===== src/rtl/complex_pkg.sv =====
// Shared definitions for the complex rotation datapath.
// Opcodes, sign-bit positions and the rotate/NaN helpers.
package complex_pkg;

    localparam logic [2:0] OP_PASS  = 3'd0;
    localparam logic [2:0] OP_CONJ  = 3'd1;
    localparam logic [2:0] OP_NEG   = 3'd2;
    localparam logic [2:0] OP_NCONJ = 3'd3;
    localparam logic [2:0] OP_J     = 3'd4;
    localparam logic [2:0] OP_NJ    = 3'd5;

    localparam int SIGN_RE = 63;
    localparam int SIGN_IM = 31;

    function automatic logic is_nan32(input logic [31:0] x);
        return (x[30:23] == 8'hFF) && (x[22:0] != 23'd0);
    endfunction

    // Raw sign flips and half swaps; payloads are never touched.
    function automatic logic [63:0] rotate(input logic [63:0] data,
                                           input logic [2:0]  op);
        logic [63:0] m_re;
        logic [63:0] m_im;
        logic [31:0] re;
        logic [31:0] im;
        logic [63:0] res;
        m_re = 64'd1 << SIGN_RE;
        m_im = 64'd1 << SIGN_IM;
        re   = data[63:32];
        im   = data[31:0];
        case (op)
            OP_PASS:  res = data;
            OP_CONJ:  res = data ^ m_im;
            OP_NEG:   res = data ^ m_re ^ m_im;
            OP_NCONJ: res = data ^ m_re;
            OP_J:     res = {im ^ m_im[31:0], re};
            OP_NJ:    res = {im, re ^ m_im[31:0]};
            default:  res = data;
        endcase
        return res;
    endfunction

endpackage


===== src/rtl/complex_pipe_stage.sv =====
// One valid/ready register stage carrying a rotated word and its flags.
// Loads whenever the ready chain says this slot may advance.
module complex_pipe_stage
    import complex_pkg::*;
(
    input  logic        clk,
    input  logic        rst,
    input  logic        rdy_i,
    input  logic        up_valid_i,
    input  logic [63:0] up_data_i,
    input  logic        up_nan_i,
    input  logic        up_err_i,
    output logic        dn_valid_o,
    output logic [63:0] dn_data_o,
    output logic        dn_nan_o,
    output logic        dn_err_o
);

    logic        v_q;
    logic [63:0] data_q;
    logic        nan_q;
    logic        err_q;

    always_ff @(posedge clk or posedge rst) begin
        if (rst) begin
            v_q    <= 1'b0;
            data_q <= 64'd0;
            nan_q  <= 1'b0;
            err_q  <= 1'b0;
        end else if (rdy_i) begin
            v_q    <= up_valid_i;
            data_q <= up_data_i;
            nan_q  <= up_nan_i;
            err_q  <= up_err_i;
        end
    end

    assign dn_valid_o = v_q;
    assign dn_data_o  = data_q;
    assign dn_nan_o   = nan_q;
    assign dn_err_o   = err_q;

endmodule


===== src/rtl/complex_rotator.sv =====
// Elastic pipelined complex rotator: transform into stage 0,
// then LATENCY-1 pure delay stages with a collapsing ready chain.
module complex_rotator
    import complex_pkg::*;
#(
    parameter int LATENCY = 4
) (
    input  logic        clk,
    input  logic        rst,
    input  logic        in_valid,
    output logic        in_ready,
    input  logic [63:0] in_data,
    input  logic [2:0]  in_op,
    output logic        out_valid,
    input  logic        out_ready,
    output logic [63:0] out_data,
    output logic        out_nan,
    output logic        out_err
);

    logic              v [LATENCY+1];
    logic [63:0]       d [LATENCY+1];
    logic              n [LATENCY+1];
    logic              e [LATENCY+1];
    logic [LATENCY:0]  rdy;
    logic [63:0]       rot;

    assign rot  = rotate(in_data, in_op);
    assign v[0] = in_valid;
    assign d[0] = rot;
    assign n[0] = is_nan32(rot[63:32]) || is_nan32(rot[31:0]);
    assign e[0] = in_op[2] & in_op[1];

    // Stage k may advance if it is empty or everything after it moves.
    always_comb begin
        rdy          = '0;
        rdy[LATENCY] = out_ready;
        for (int k = LATENCY - 1; k >= 0; k--) begin
            rdy[k] = !v[k+1] || rdy[k+1];
        end
    end

    for (genvar g = 0; g < LATENCY; g++) begin : g_stage
        complex_pipe_stage u_stage (
            .clk       (clk),
            .rst       (rst),
            .rdy_i     (rdy[g]),
            .up_valid_i(v[g]),
            .up_data_i (d[g]),
            .up_nan_i  (n[g]),
            .up_err_i  (e[g]),
            .dn_valid_o(v[g+1]),
            .dn_data_o (d[g+1]),
            .dn_nan_o  (n[g+1]),
            .dn_err_o  (e[g+1])
        );
    end

    assign in_ready  = rdy[0];
    assign out_valid = v[LATENCY];
    assign out_data  = d[LATENCY];
    assign out_nan   = n[LATENCY];
    assign out_err   = e[LATENCY];

endmodule


===== config.mk =====
export PLATFORM = sky130hd
export DESIGN_NAME = complex_rotator
export DESIGN_NICKNAME = d
export VERILOG_FILES = /design/src/rtl/complex_pkg.sv /design/src/rtl/complex_pipe_stage.sv /design/src/rtl/complex_rotator.sv
export SDC_FILE = /design/constraint.sdc
export NUM_CORES = 1
export LEC_CHECK = 0
export BUFFER_PORTS_ARGS = -buffer_cell sky130_fd_sc_hd__buf_2
export CAP_MARGIN = 25
export CORE_MARGIN = 2
export CORE_UTILIZATION = 45
export DETAILED_ROUTE_END_ITERATION = 8
export PLACE_DENSITY_LB_ADDON = 0.25
export SKIP_CTS_REPAIR_TIMING = 1
export SYNTH_ARGS = -nofsm -noshare
export SYNTH_HDL_FRONTEND = slang
export SYNTH_SLANG_ARGS = --single-unit

===== constraint.sdc =====
create_clock -name clk -period 9.3 [get_ports clk]
set_input_delay 0.93 -clock clk [delete_from_list [all_inputs] [get_ports clk]]
set_output_delay 0.93 -clock clk [all_outputs]
set_load 0.01 [all_outputs]

==> flow_metrics.py <==
metrics = {
    "run_status": {
        "outcome": "completed",
    },
    "power": {
        "power_uw": 3310,
        "vdd_ir_drop_max_mv": 0.106,
        "power_switching_uw": 917,
        "swShare_pct": 27.7,
        "p_per_area_nw_per_um2": 257,
        "pwr-share-comb_pct": 16.6,
        "seqPwrFrac_pct": 47.4,
        "p_clk_share_pct": 36.1,
        "leakagePower_uw": 0.00649,
        "internal-power_uw": 2390,
    },
    "floorplanning": {
        "core_area_um2": 25100,
        "die-area_um2": 26800,
        "die_h_um": 164,
        "ioPinCount": 139,
        "fp.dieW_um": 164,
        "rows": 58,
        "start_util_pct": 45.6,
    },
    "worst_setup_path": {
        "required_ns": 8.37,
        "reg2regPathDepth": 7,
        "worst-path-max-fanout": 68,
        "timing.rr.end": "g_stage[1].u_stage.dn_data_o[18]",
        "start_kind": "input port",
        "r2r_slack_ns": 6.19,
        "critPathKind": "input port to primary output",
        "worstReg2RegStart": "g_stage[3].u_stage.dn_valid_o",
        "critPathCaptureType": "primary output",
        "worstPathArrival_ns": 2.81,
    },
    "routing": {
        "wirelength_um": 25400,
        "viasPerCell": 5.19,
        "ant_nets": 0,
        "drc": 0,
        "drtIter0Drc": 642,
        "wl_per_cell_um": 16.5,
        "via_count": 7985,
        "first_pass_iters": 5,
    },
    "clock_network": {
        "clk_pin_slew_ns": 0.06,
        "cts_made_buffers": 28,
        "clockBufferDepth": 3,
        "clock_sinks": 268,
        "clockRootBuffer": "clkbuf_16",
        "cts_htree_levels": 1,
        "clkLatencyLatePin_ns": 0.54,
        "cts_tree": "built",
    },
    "hold_path": {
        "holdCritStartpoint": "g_stage[3].u_stage.dn_data_o[58]",
        "hold_depth": 2,
        "hold_class": "flop to flop",
        "hold_end": "g_stage[3].u_stage.dn_data_o[58]",
    },
    "yosys": {
        "ys_ff_latch": 268,
        "synth_edf_count": 0,
        "yosysSeqAreaShare_pct": 58.5,
        "synth-async-reset-ratio_pct": 100,
        "synth_area_um2": 11500,
        "ys.flop_type": "dfrtp_1",
        "synth.avg_cell_area_um2": 10.1,
        "synth_cell_type_count": 39,
        "synth_nets": 1211,
        "syn_inst": 1139,
        "synth_warnings": 0,
    },
    "layout": {
        "antenna_cells": 0,
        "nFillCells": 2337,
        "syn_to_final_growth_pct": 12.4,
        "final_net_count": 1259,
        "mostFrequentLayoutCells": "404 x nand2_1, 268 x dfrtp_1, 138 x buf_2",
        "fin_cells": 1539,
        "layout_commonest_cell": "nand2_1",
        "drive_above_1_share_pct": 22.2,
    },
    "place": {
        "routabilityCongestion": 0.925,
        "port_buffers": 138,
        "dp_hpwl_um": 17200,
        "dp_cells": 1485,
    },
    "global_route": {
        "grt_pass1_vias": 7713,
        "antenna_found_initial": 0,
        "grt_use_total_pct": 19.1,
        "grt.overflow.total": 0,
        "grt_start_max_net_pins": 141,
        "grt_first_pass_wirelength_um": 40900,
    },
    "sta": {
        "hold_violations": 0,
        "worst_pin_slew_ns": 0.806,
        "setup_viol_count_final": 0,
        "period_share_pct": 40.2,
        "finalClockSkew_ns": 0.0111,
        "max-slew-margin-rel_pct": 46.2,
        "period_minus_slack_ns": 3.74,
        "maxSlewViolCount": 0,
        "fin_tns_setup_ns": 0,
        "max_freq_mhz": 267,
        "rsz0062_at_grt": "false",
    },
    "job": {
        "drv_cap": 0,
    },
}
[registers in the layout (all words and copies together), names as in the netlist]
register and cells:
g_stage.u_stage.dn_nan_o 4, g_stage.u_stage.dn_err_o 4, g_stage.u_stage.dn_data_o 256, g_stage.u_stage.dn_valid_o 4
[Yosys cell counts, types with 2 or more instances]
cell	instances	share of area, %
inv_1	2	0.066
buf_1	6	0.20
a32oi_1	7	0.53
buf_2	20	0.87
a21oi_1	12	0.52
nor2_1	132	4.3
nand3_1	6	0.26
mux2_1	29	2.8
and3_1	2	0.11
dfrtp_1	268	59
a221oi_2	22	2.9
a221oi_1	40	3.1
buf_4	69	4.5
mux2_2	37	3.6
o22ai_1	3	0.16
nand2_1	406	13
clkbuf_1	29	0.95
buf_6	9	0.88
nand4_1	3	0.16
nor4_1	12	0.66
nor3_1	3	0.13
nand2b_1	5	0.27
[metrics by stage]
step	area (um^2)	util, %	setup slack (ns)	hold slack (ns)
2_1_floorplan	11500	-	0.988	0.426
3_3_place_gp	11800	47.1	5.49	0.448
3_5_place_dp	11800	47.1	5.41	0.450
4_1_cts	12800	51.1	5.54	0.463
5_1_grt	12900	51.3	5.41	0.480
6_report	12900	51.3	5.56	0.458
[worst max-delay path, cell delays in order]
cell      delay (ns)
buf_2           0.12
nand2b_2        0.16
buf_4           0.33
nor2_4          0.16
and3_2          0.19
buf_4           0.63
inv_2           0.09
buf_2           0.17
[kinds of logic after synthesis]
kind of cell               Yosys count  synth area share (%)
and+or+nand+nor                    577                  19.8
DFF                                268                  58.5
buffers and inverters              137                  7.55
AOI/OAI and AO/OA                   89                  7.50
muxes                               66                  6.48
xor gates and xnor gates             1                0.0764
adders and majority gates            1                 0.109
[layer usage]
metal	GRT usage [%]	vias to the layer above	part of all wire [%]
met1	28.8	3885	46
met2	29.1	250	45
met4	4.59	0	1.8
met5	0	-	0
li1	-	3807	-
met3	3.12	43	7.2
[power by group through the flow]
stage	Sequential, uW	Combinational [uW]	Clock (uW)
after global placement	1580	542	0
after global routing	1600	624	1270
after CTS	1570	558	1210
after detailed placement	1590	556	0
after floorplan	1540	486	0
final	1570	547	1190
[how the worst max path moves through the flow]
stage               from                               end  cells past startpoint
6_report       out_ready                          in_ready                      8
5_1_grt        out_ready                          in_ready                      8
4_1_cts        out_ready                          in_ready                      8
3_5_place_dp   out_ready  g_stage[1].u_stage.dn_data_o[42]                      8
3_3_place_gp   out_ready  g_stage[1].u_stage.dn_data_o[43]                      8
2_1_floorplan        rst   g_stage[0].u_stage.dn_data_o[0]                      1
[area by class of cell]
type,instances,area (um^2),share of cell area [%]
clock buffer,41,851,6.60
clock inverter,11,155,1.20
inverter,4,22.5,0.175
multi-input combinational,734,3910,30.3
sequential,268,6710,52.1
tap,330,413,3.21
timing repair buffer,151,828,6.43
Note: power is estimated with default switching activity, not from simulation.
